## src/rtl/dram_rst_pkg.sv

```systemverilog
// Shared types and elaboration helpers for the DRAM reset sequencer.
package dram_rst_pkg;

   // Bring-up sequence states
   typedef enum logic [2:0] {
      ST_WAIT_LOCK  = 3'd0,
      ST_POR_WAIT   = 3'd1,
      ST_ECLK_STOP  = 3'd2,
      ST_DLL_UPD    = 3'd3,
      ST_DLL_WAIT   = 3'd4,
      ST_ECLK_START = 3'd5,
      ST_RELEASE    = 3'd6,
      ST_RUN        = 3'd7
   } state_e;

   // Power-up hold length in clk cycles
   function automatic int unsigned por_cycles(input int unsigned clk_freq_hz,
                                              input int unsigned por_delay_us);
      return (clk_freq_hz / 32'd1_000_000) * por_delay_us;
   endfunction

   // Larger of two unsigned values, used to size the shared counter
   function automatic int unsigned max_u(input int unsigned a, input int unsigned b);
      return (a > b) ? a : b;
   endfunction

endpackage

```

## src/rtl/dram_reset_sequencer_sync_2ff.sv

```systemverilog
// Two-flop synchronizer for a slow asynchronous level, reset to 0.
module sync_2ff (
   input  logic clk,
   input  logic rst_n,
   input  logic async_i,
   output logic sync_o
);

   logic meta_q, meta_d;
   logic sync_q, sync_d;

   // Next values: shift the async level through two stages
   always_comb begin
      meta_d = async_i;
      sync_d = meta_q;
   end

   // Synchronizer flops
   always_ff @(posedge clk or negedge rst_n) begin
      if (!rst_n) begin
         meta_q <= 1'b0;
         sync_q <= 1'b0;
      end else begin
         meta_q <= meta_d;
         sync_q <= sync_d;
      end
   end

   assign sync_o = sync_q;

endmodule

```

## src/rtl/dram_reset_sequencer.sv

```systemverilog
// DRAM-side reset and ECLK/DDRDLL bring-up sequencer for the DDR3 PHY clocking.
module dram_reset_sequencer
   import dram_rst_pkg::*;
#(
   parameter int unsigned CLK_FREQ_HZ  = 100_000_000,
   parameter int unsigned POR_DELAY_US = 650,
   parameter int unsigned LOCK_FILTER  = 16,
   parameter int unsigned STOP_CYCLES  = 8,
   parameter int unsigned UPD_CYCLES   = 4
) (
   input  logic clk,
   input  logic rst_n,
   input  logic pll_locked,
   input  logic ddrdll_lock,
   input  logic soft_rst,
   output logic eclk_stop,
   output logic ddrdll_uddcntln,
   output logic sync2x_rst,
   output logic dramsync_rst,
   output logic ready
);

   localparam int unsigned POR_CYCLES = por_cycles(CLK_FREQ_HZ, POR_DELAY_US);
   localparam int unsigned MAX_LOAD   = max_u(max_u(POR_CYCLES, LOCK_FILTER),
                                              max_u(STOP_CYCLES, UPD_CYCLES));
   localparam int unsigned CNT_W      = $clog2(MAX_LOAD + 1);

   localparam logic [CNT_W-1:0] LD_FILTER = CNT_W'(LOCK_FILTER);
   localparam logic [CNT_W-1:0] LD_POR    = CNT_W'(POR_CYCLES);
   localparam logic [CNT_W-1:0] LD_STOP   = CNT_W'(STOP_CYCLES);
   localparam logic [CNT_W-1:0] LD_UPD    = CNT_W'(UPD_CYCLES);

   // A zero load would make the down-counter wrap instead of expiring
   if (LOCK_FILTER == 0 || POR_CYCLES == 0 || STOP_CYCLES == 0 || UPD_CYCLES == 0) begin : g_bad_load
      $error("dram_reset_sequencer: all counter loads must be non-zero");
   end

   logic pll_lock_sync;
   logic dll_lock_sync;

   sync_2ff u_pll_sync (
      .clk     (clk),
      .rst_n   (rst_n),
      .async_i (pll_locked),
      .sync_o  (pll_lock_sync)
   );

   sync_2ff u_dll_sync (
      .clk     (clk),
      .rst_n   (rst_n),
      .async_i (ddrdll_lock),
      .sync_o  (dll_lock_sync)
   );

   state_e           state_q, state_d;
   logic [CNT_W-1:0] cnt_q, cnt_d;
   logic             eclk_stop_q, eclk_stop_d;
   logic             uddcntln_q, uddcntln_d;
   logic             sync2x_rst_q, sync2x_rst_d;
   logic             dramsync_rst_q, dramsync_rst_d;
   logic             ready_q, ready_d;

   logic [CNT_W-1:0] cnt_dec;
   logic             cnt_last;
   logic             restart;

   // Shared down-counter helpers and the restart condition
   always_comb begin
      cnt_dec  = cnt_q - CNT_W'(1);
      cnt_last = (cnt_q == CNT_W'(1));
      restart  = soft_rst || (!pll_lock_sync && (state_q != ST_WAIT_LOCK));
   end

   // Next state, counter and registered-output values
   always_comb begin
      state_d        = state_q;
      cnt_d          = cnt_q;
      eclk_stop_d    = eclk_stop_q;
      uddcntln_d     = uddcntln_q;
      sync2x_rst_d   = sync2x_rst_q;
      dramsync_rst_d = dramsync_rst_q;
      ready_d        = ready_q;

      if (restart) begin
         state_d        = ST_WAIT_LOCK;
         cnt_d          = LD_FILTER;
         eclk_stop_d    = 1'b1;
         uddcntln_d     = 1'b1;
         sync2x_rst_d   = 1'b1;
         dramsync_rst_d = 1'b1;
         ready_d        = 1'b0;
      end else begin
         case (state_q)
            ST_WAIT_LOCK: begin
               // Counter holds the number of clean lock cycles still needed
               if (!pll_lock_sync) begin
                  cnt_d = LD_FILTER;
               end else if (cnt_last) begin
                  state_d = ST_POR_WAIT;
                  cnt_d   = LD_POR;
               end else begin
                  cnt_d = cnt_dec;
               end
            end
            ST_POR_WAIT: begin
               if (cnt_last) begin
                  state_d = ST_ECLK_STOP;
                  cnt_d   = LD_STOP;
               end else begin
                  cnt_d = cnt_dec;
               end
            end
            ST_ECLK_STOP: begin
               eclk_stop_d = 1'b1;
               if (cnt_last) begin
                  state_d    = ST_DLL_UPD;
                  cnt_d      = LD_UPD;
                  uddcntln_d = 1'b0;
               end else begin
                  cnt_d = cnt_dec;
               end
            end
            ST_DLL_UPD: begin
               if (cnt_last) begin
                  state_d    = ST_DLL_WAIT;
                  uddcntln_d = 1'b1;
               end else begin
                  cnt_d = cnt_dec;
               end
            end
            ST_DLL_WAIT: begin
               // No timeout: the DLL must lock before ECLK restarts
               if (dll_lock_sync) begin
                  state_d      = ST_ECLK_START;
                  cnt_d        = LD_STOP;
                  eclk_stop_d  = 1'b0;
                  sync2x_rst_d = 1'b0;
               end
            end
            ST_ECLK_START: begin
               if (cnt_last) begin
                  state_d = ST_RELEASE;
               end else begin
                  cnt_d = cnt_dec;
               end
            end
            ST_RELEASE: begin
               state_d        = ST_RUN;
               dramsync_rst_d = 1'b0;
               ready_d        = 1'b1;
            end
            ST_RUN: begin
               // Hold; DLL lock loss is deliberately ignored here
            end
            default: begin
               state_d        = ST_WAIT_LOCK;
               cnt_d          = LD_FILTER;
               eclk_stop_d    = 1'b1;
               uddcntln_d     = 1'b1;
               sync2x_rst_d   = 1'b1;
               dramsync_rst_d = 1'b1;
               ready_d        = 1'b0;
            end
         endcase
      end
   end

   // State, counter and output registers
   always_ff @(posedge clk or negedge rst_n) begin
      if (!rst_n) begin
         state_q        <= ST_WAIT_LOCK;
         cnt_q          <= LD_FILTER;
         eclk_stop_q    <= 1'b1;
         uddcntln_q     <= 1'b1;
         sync2x_rst_q   <= 1'b1;
         dramsync_rst_q <= 1'b1;
         ready_q        <= 1'b0;
      end else begin
         state_q        <= state_d;
         cnt_q          <= cnt_d;
         eclk_stop_q    <= eclk_stop_d;
         uddcntln_q     <= uddcntln_d;
         sync2x_rst_q   <= sync2x_rst_d;
         dramsync_rst_q <= dramsync_rst_d;
         ready_q        <= ready_d;
      end
   end

   assign eclk_stop       = eclk_stop_q;
   assign ddrdll_uddcntln = uddcntln_q;
   assign sync2x_rst      = sync2x_rst_q;
   assign dramsync_rst    = dramsync_rst_q;
   assign ready           = ready_q;

endmodule

```

## config.mk

```make
export PLATFORM = sky130hd
export DESIGN_NAME = dram_reset_sequencer
export DESIGN_NICKNAME = d
export VERILOG_FILES = /design/src/rtl/dram_rst_pkg.sv /design/src/rtl/dram_reset_sequencer_sync_2ff.sv /design/src/rtl/dram_reset_sequencer.sv
export SDC_FILE = /design/constraint.sdc
export NUM_CORES = 1
export LEC_CHECK = 0
export CELL_PAD_IN_SITES_DETAIL_PLACEMENT = 1
export CELL_PAD_IN_SITES_GLOBAL_PLACEMENT = 2
export CORE_MARGIN = 2
export CORE_UTILIZATION = 33
export DETAILED_ROUTE_END_ITERATION = 10
export PLACE_DENSITY_LB_ADDON = 0.25
export SLEW_MARGIN = 20
export SYNTH_ARGS = -nofsm -noshare
export SYNTH_HDL_FRONTEND = slang
export SYNTH_SLANG_ARGS = --single-unit
```

## constraint.sdc

```tcl
create_clock -name clk -period 1.8 [get_ports clk]
set_input_delay 0.36 -clock clk [delete_from_list [all_inputs] [get_ports clk]]
set_output_delay 0.36 -clock clk [all_outputs]
set_load 0.05 [all_outputs]
```

# Word-level counts from Yosys, hierarchy flattened
# Cells that the tools add are included.
totals:
  inputBits: 5
  output_inout_bits: 5
  wordCells: 75
  reg_bits: 28
op_classes:
  reduce_logical: 18
  muxes: 30
  addsub: 1
  n_eq_ne: 15
ops:
  columns: ["cell", "n"]
  rows:
  - ["2-to-1 mux 16 bit", 7]
  - ["one-hot mux 16 bit (5 select lines)", 1]
  - ["2-to-1 mux 3 bit", 8]
  - ["one-hot mux 3 bit (7 select lines)", 1]
  - ["equality test 16 x 1 -> 1 bit (second input constant)", 1]
  - ["subtractor 16 x 1 -> 16 bit (second input constant)", 1]
  - ["!= test 3 bit (second input constant)", 5]
  - ["2-to-1 mux 1 bit", 11]
  - ["equality test 3 bit (second input constant)", 3]
  - ["!= test 3 x 2 -> 1 bit (second input constant)", 3]
  - ["nonzero test 3 bit", 3]
  - ["AND reduction 8 bit", 1]
  - ["nonzero test 8 bit", 1]
  - ["equality test 3 x 2 -> 1 bit (second input constant)", 2]
  - ["AND reduction 3 bit", 2]
  - ["nonzero test 2 bit", 3]
  - ["nonzero test 6 bit", 1]
  - ["one-hot mux 1 bit (2 select lines)", 2]
  - ["AND reduction 2 bit", 2]
  - ["equality test 3 x 1 -> 1 bit (second input constant)", 1]
  - ["logical NOT 3 bit", 1]
  - ["OR reduction 2 bit", 1]
  - ["logical AND 1 bit", 1]
  - ["logical NOT 1 bit", 1]
  - ["logical OR 1 bit", 1]

# Depth between registers and ports, before layout
logic_depth:
  word_depth: 5
  mapped_depth: 8
  ltp_nobuf: 7

# By module
# Synthesis repeated with hierarchy kept, for this count alone.
hier_totals:
  cells_unflattened: 195
  area_unflattened_um2: 1724.2
modules_own_cells:
  columns: ["mod", "area_per_inst_um2", "seq_area_each_um2", "instances", "cells_each"]
  rows:
  - ["dram_reset_sequencer", 1624.1, 606.8, 1, 191]
  - ["sync_2ff", 50.0, 50.0, 2, 2]

# Least setup slack after synthesis
# No wires, ideal clock.
synth_path:
  path_kind: "flip-flop to flip-flop"
  from: "reg cnt_q[1]"
  to: "reg cnt_q[8]"
  n_path_buf: 1
  setup_slack_ns: -0.229
  stages_incl_launch_ff: 9
  arrival_time_ns: 1.907
  cell_sequence: "dfrtp_1 > inv_1 > ha_1 > nor4b_1 > nand4_2 > a211oi_2 > buf_4 > a211oi_1 > o22a_1"
synth_between:
  elab_chain_len: 5
  elab_cells_between_ends: 11
  cone_classes: "add/sub: 1; eq/ne: 2; mux: 7; reduce/logical: 1"
synth_rtl:
  columns: ["item", "line_no", "source"]
  rows:
  - ["from (decl)", "dram_reset_sequencer.sv:56", "logic [CNT_W-1:0] cnt_q, cnt_d;"]
  - ["from (signal assigned)", "dram_reset_sequencer.sv:180", "cnt_q <= cnt_d;"]
  - ["subtractor 16 x 1 -> 16 bit or equality test 16 x 1 -> 1 bit (tied branches)", "dram_reset_sequencer.sv:69, dram_reset_sequencer.sv:70", null]
  - ["2-to-1 mux 16 bit", "dram_reset_sequencer.sv:98", "end else if (cnt_last) begin"]
  - ["2-to-1 mux 16 bit", "dram_reset_sequencer.sv:96", "if (!pll_lock_sync) begin"]
  - ["one-hot mux 16 bit (5 select lines)", "dram_reset_sequencer.sv:93", "case (state_q)"]
  - ["2-to-1 mux 16 bit", "dram_reset_sequencer.sv:84", "if (restart) begin"]
# Several ways; a longest one is shown, not always the timed one. The select of a mux whose other input is x is not followed.
# A chain may end at the register's enable or synchronous reset.

# Worst setup path after layout
# Same ends and word-level chain as after synthesis.

==> metrics.md <==
| Metric | Value |
|---|---|
| TritonCTS Sinks | `28` |
| Hold Startpoint | `u_pll_sync.meta_q` |
| WL per Instance | `18.60 um` |
| Die height | `76.65 um` |
| Synth cell types | `50` |
| Outcome | `complete, but fails checks` |
| Most frequent cells in the layout | `buf_4, dfrtp_1, nor2_1` |
| Antenna Violating Nets Remaining | `0` |
| Slew Viols, Final | `0` |
| Pwr/cell area | `615.2 nW/um^2` |
| Minimum clock period | `1.946 ns` |
| CTS root buf | `clkbuf_8` |
| Worst Slack Setup Final | `-0.1465 ns` |
| CTS tree | `done` |
| Fillers | `604` |
| First-pass GRT wire length | `9970 um` |
| Crit. End Element | `flop` |
| Iter 0 DRT Violations | `48` |
| Post-Syn Nets | `208` |
| Post-CTS Hold Buffers | `0` |
| Unrepaired setup endpoints after global routing | `true` |
| FF+latch count, synth | `28` |
| Leak | `0.001095 uW` |
| Vias | `1797` |
| Clk_skew | `0.003288 ns` |
| Die Wd | `76.65 um` |
| Placement Rows | `26` |
| Worst skew pair latency | `0.28 ns` |
| Total grt overflow | `0` |
| Worst setup startpoint | `cnt_q[1]` |
| Seq/Total Area, Yosys | `40.59%` |
| Initial antenna violation count | `0` |
| Highest Clock Rate | `513.8 MHz` |
| Worst-path fanout max | `7` |
| CTS Buffer Depth | `2` |
| Placer Congestion | `0.8232` |
| Worst VDD drop | `0.2970 mV` |
| Reg clk slew, reported paths | `0.11 ns` |
| Detailed Place HPWL | `4418 um` |
| Worst setup SP type | `flop` |
| First-pass DRT Iterations | `4` |
| Relative slew slack | `65.55%` |
| Avg Cell Area, Syn | `8.665 sq um` |
| Initial Util | `34.10%` |
| Io pins | `10` |
| Failing checks | `setup timing` |
| Nets | `264` |
| Drc violations | `0` |
| Worst Hold Depth | `0` |
| Final WL | `6063 um` |
| Share of cells above drive strength 1 | `37.89%` |
| Final core occ | `49.24%` |
| Worst Path Arrival | `2.12 ns` |
| Type of the worst min-delay path | `flop to flop` |
| Max Cap Viol | `0` |
| H-tree levels | `1` |
| GRT Total Usage | `21.05%` |
| # setup viols final | `16` |
| Worst Reg2Reg Path Length in Cells | `8` |
| Diode count | `0` |
| Core area | `5107 sq um` |
| P&R area growth vs syn | `44.40%` |
| Worst-margin pin slew | `0.5167 ns` |
| WS Path Type | `flop to flop` |
| Vias in the first global route | `1925` |
| Top FF cell, synth | `dfrtp_1` |
| Worst R2R End | `cnt_q[8]` |
| Final hold vios | `0` |
| Synthesized cell area | `1742 sq um` |
| Die area | `5875 sq um` |
| Dpl ws | `-0.4374 ns` |
| Worst EP required | `1.98 ns` |
| Hold EP | `u_pll_sync.sync_o` |
| Clock buffer count from CTS | `3` |
| Final instance area | `2515 sq um` |
| Placed cell area | `2261 sq um` |
| Ys async rst share | `100.0%` |
| Synthesized instance count | `201` |
| Reg-to-reg slack, setup | `-0.15 ns` |
| Commonest non-fill, non-tap cell in the layout | `buf_4` |
| Vias per inst | `5.512` |
| Tcrit/Tclk final | `108.1%` |
| IO Port Bufs | `9` |
| YS warnings | `0` |
| EDFF count, synth | `0` |
| FF-to-FF Start | `cnt_q[1]` |
| Largest net degree at the start of global routing | `29` |
## kinds of logic (layout without fill, tap and decap cells)
family | Yosys count | count (layout) | synth area share [%]
AND/OR/NAND/NOR | 78 | 78 | 23.85
AO/OA/AOI/OAI | 71 | 71 | 27.30
flip-flops | 28 | 28 | 40.59
buffers and inverters | 17 | 72 | 4.238
XOR/XNOR | 4 | 4 | 2.012
adder cells (fa/ha/maj) | 2 | 2 | 1.437
multiplexers | 1 | 1 | 0.5747
## worst max-delay path by stage
stage	end	slack [ns]	cells after the start
global placement	cnt_q[11]	-0.23	6
finish	cnt_q[8]	-0.15	8
CTS	cnt_q[6]	-0.16	8
floorplan	cnt_q[8]	-0.02	6
detailed placement	cnt_q[12]	-0.44	6
global route	cnt_q[8]	-0.25	8
## power by group
part	internal, uW	leakage (uW)	total (uW)	switching (uW)
logic	170	0.000699	342	172
clock network	298	0.0000357	520	222
registers	653	0.000360	684	31.5
## sequential cells by signal, indices dropped and copies added (netlist names)
| signal | flops |
|---|---|
| ready | 1 |
| u_pll_sync.sync_o | 1 |
| u_dll_sync.sync_o | 1 |
| u_dll_sync.meta_q | 1 |
| dramsync_rst | 1 |
| ddrdll_uddcntln | 1 |
| cnt_q | 16 |
| u_pll_sync.meta_q | 1 |
| sync2x_rst | 1 |
| state_q | 3 |
| eclk_stop | 1 |
## area by class of cell
class                   count  area (sq um)  area share (%)
clock inverters             1         30.03           1.194
multi-input cells         156          1127           44.83
repair buffers             63         501.7           19.95
well taps                  70         87.58           3.483
flip-flops and latches     28         708.2           28.16
inverters                   5         18.77          0.7463
clock buffers               3         41.29           1.642
## cell usage after synthesis (3+ instances only)
cell type  count  share of area, %
nand3_1       10               2.9
o21a_1         3               1.3
dfrtp_1       23                33
o21ai_1       13               3.7
inv_1          5               1.1
dfstp_2        5               7.5
o22a_1         5               2.5
a21oi_1       11               3.2
o211ai_1       6               2.6
o22ai_1        4               1.4
clkbuf_1       7               1.5
a31oi_1        4               1.4
o21ai_0        7               2.0
nor3_1        13               3.7
nand2_1       15               3.2
nor2_1        19               4.1
nand2b_1       4               1.4
xnor2_1        3               1.5
a211oi_1       4               1.7
## critical path, cell delays in order, from the launching register on
cell	delay, ns
dfrtp_1	0.41
inv_2	0.08
ha_4	0.12
nor4b_4	0.28
nand4_4	0.25
a211oi_4	0.29
buf_6	0.17
a211oi_1	0.06
o22a_1	0.18
## routing by layer
metal / up-vias / wire (um) / global-route usage, %
li1: 860 / - / -
met1: 908 / 2778 / 28.65
met2: 23 / 3106 / 36.55
met3: 6 / 123 / 1.882
met4: 0 / 55 / 4.545
met5: - / 0 / 0
## through the flow
step	hold WS (ns)	TNS (ns)	instances	power, uW
final	0.3654	-1.551	326	1547
after global routing	0.3729	-3.416	326	1612
after CTS	0.3715	-1.716	324	1537
after detailed placement	0.3428	-4.085	316	1001
after global placement	0.3377	-2.580	316	988.8
after floorplan	0.06441	-0.03541	201	849.8
## repair_timing
| action | 4_1_cts | 5_1_grt |
|---|---|---|
| resized for setup | 18 | 15 |
| setup endpoints to repair | 18 | 20 |
| setup buffers | 4 | 3 |
| pin swaps | 6 | 10 |
| gates cloned | 0 | 0 |
(Power assumes the default switching activity.)
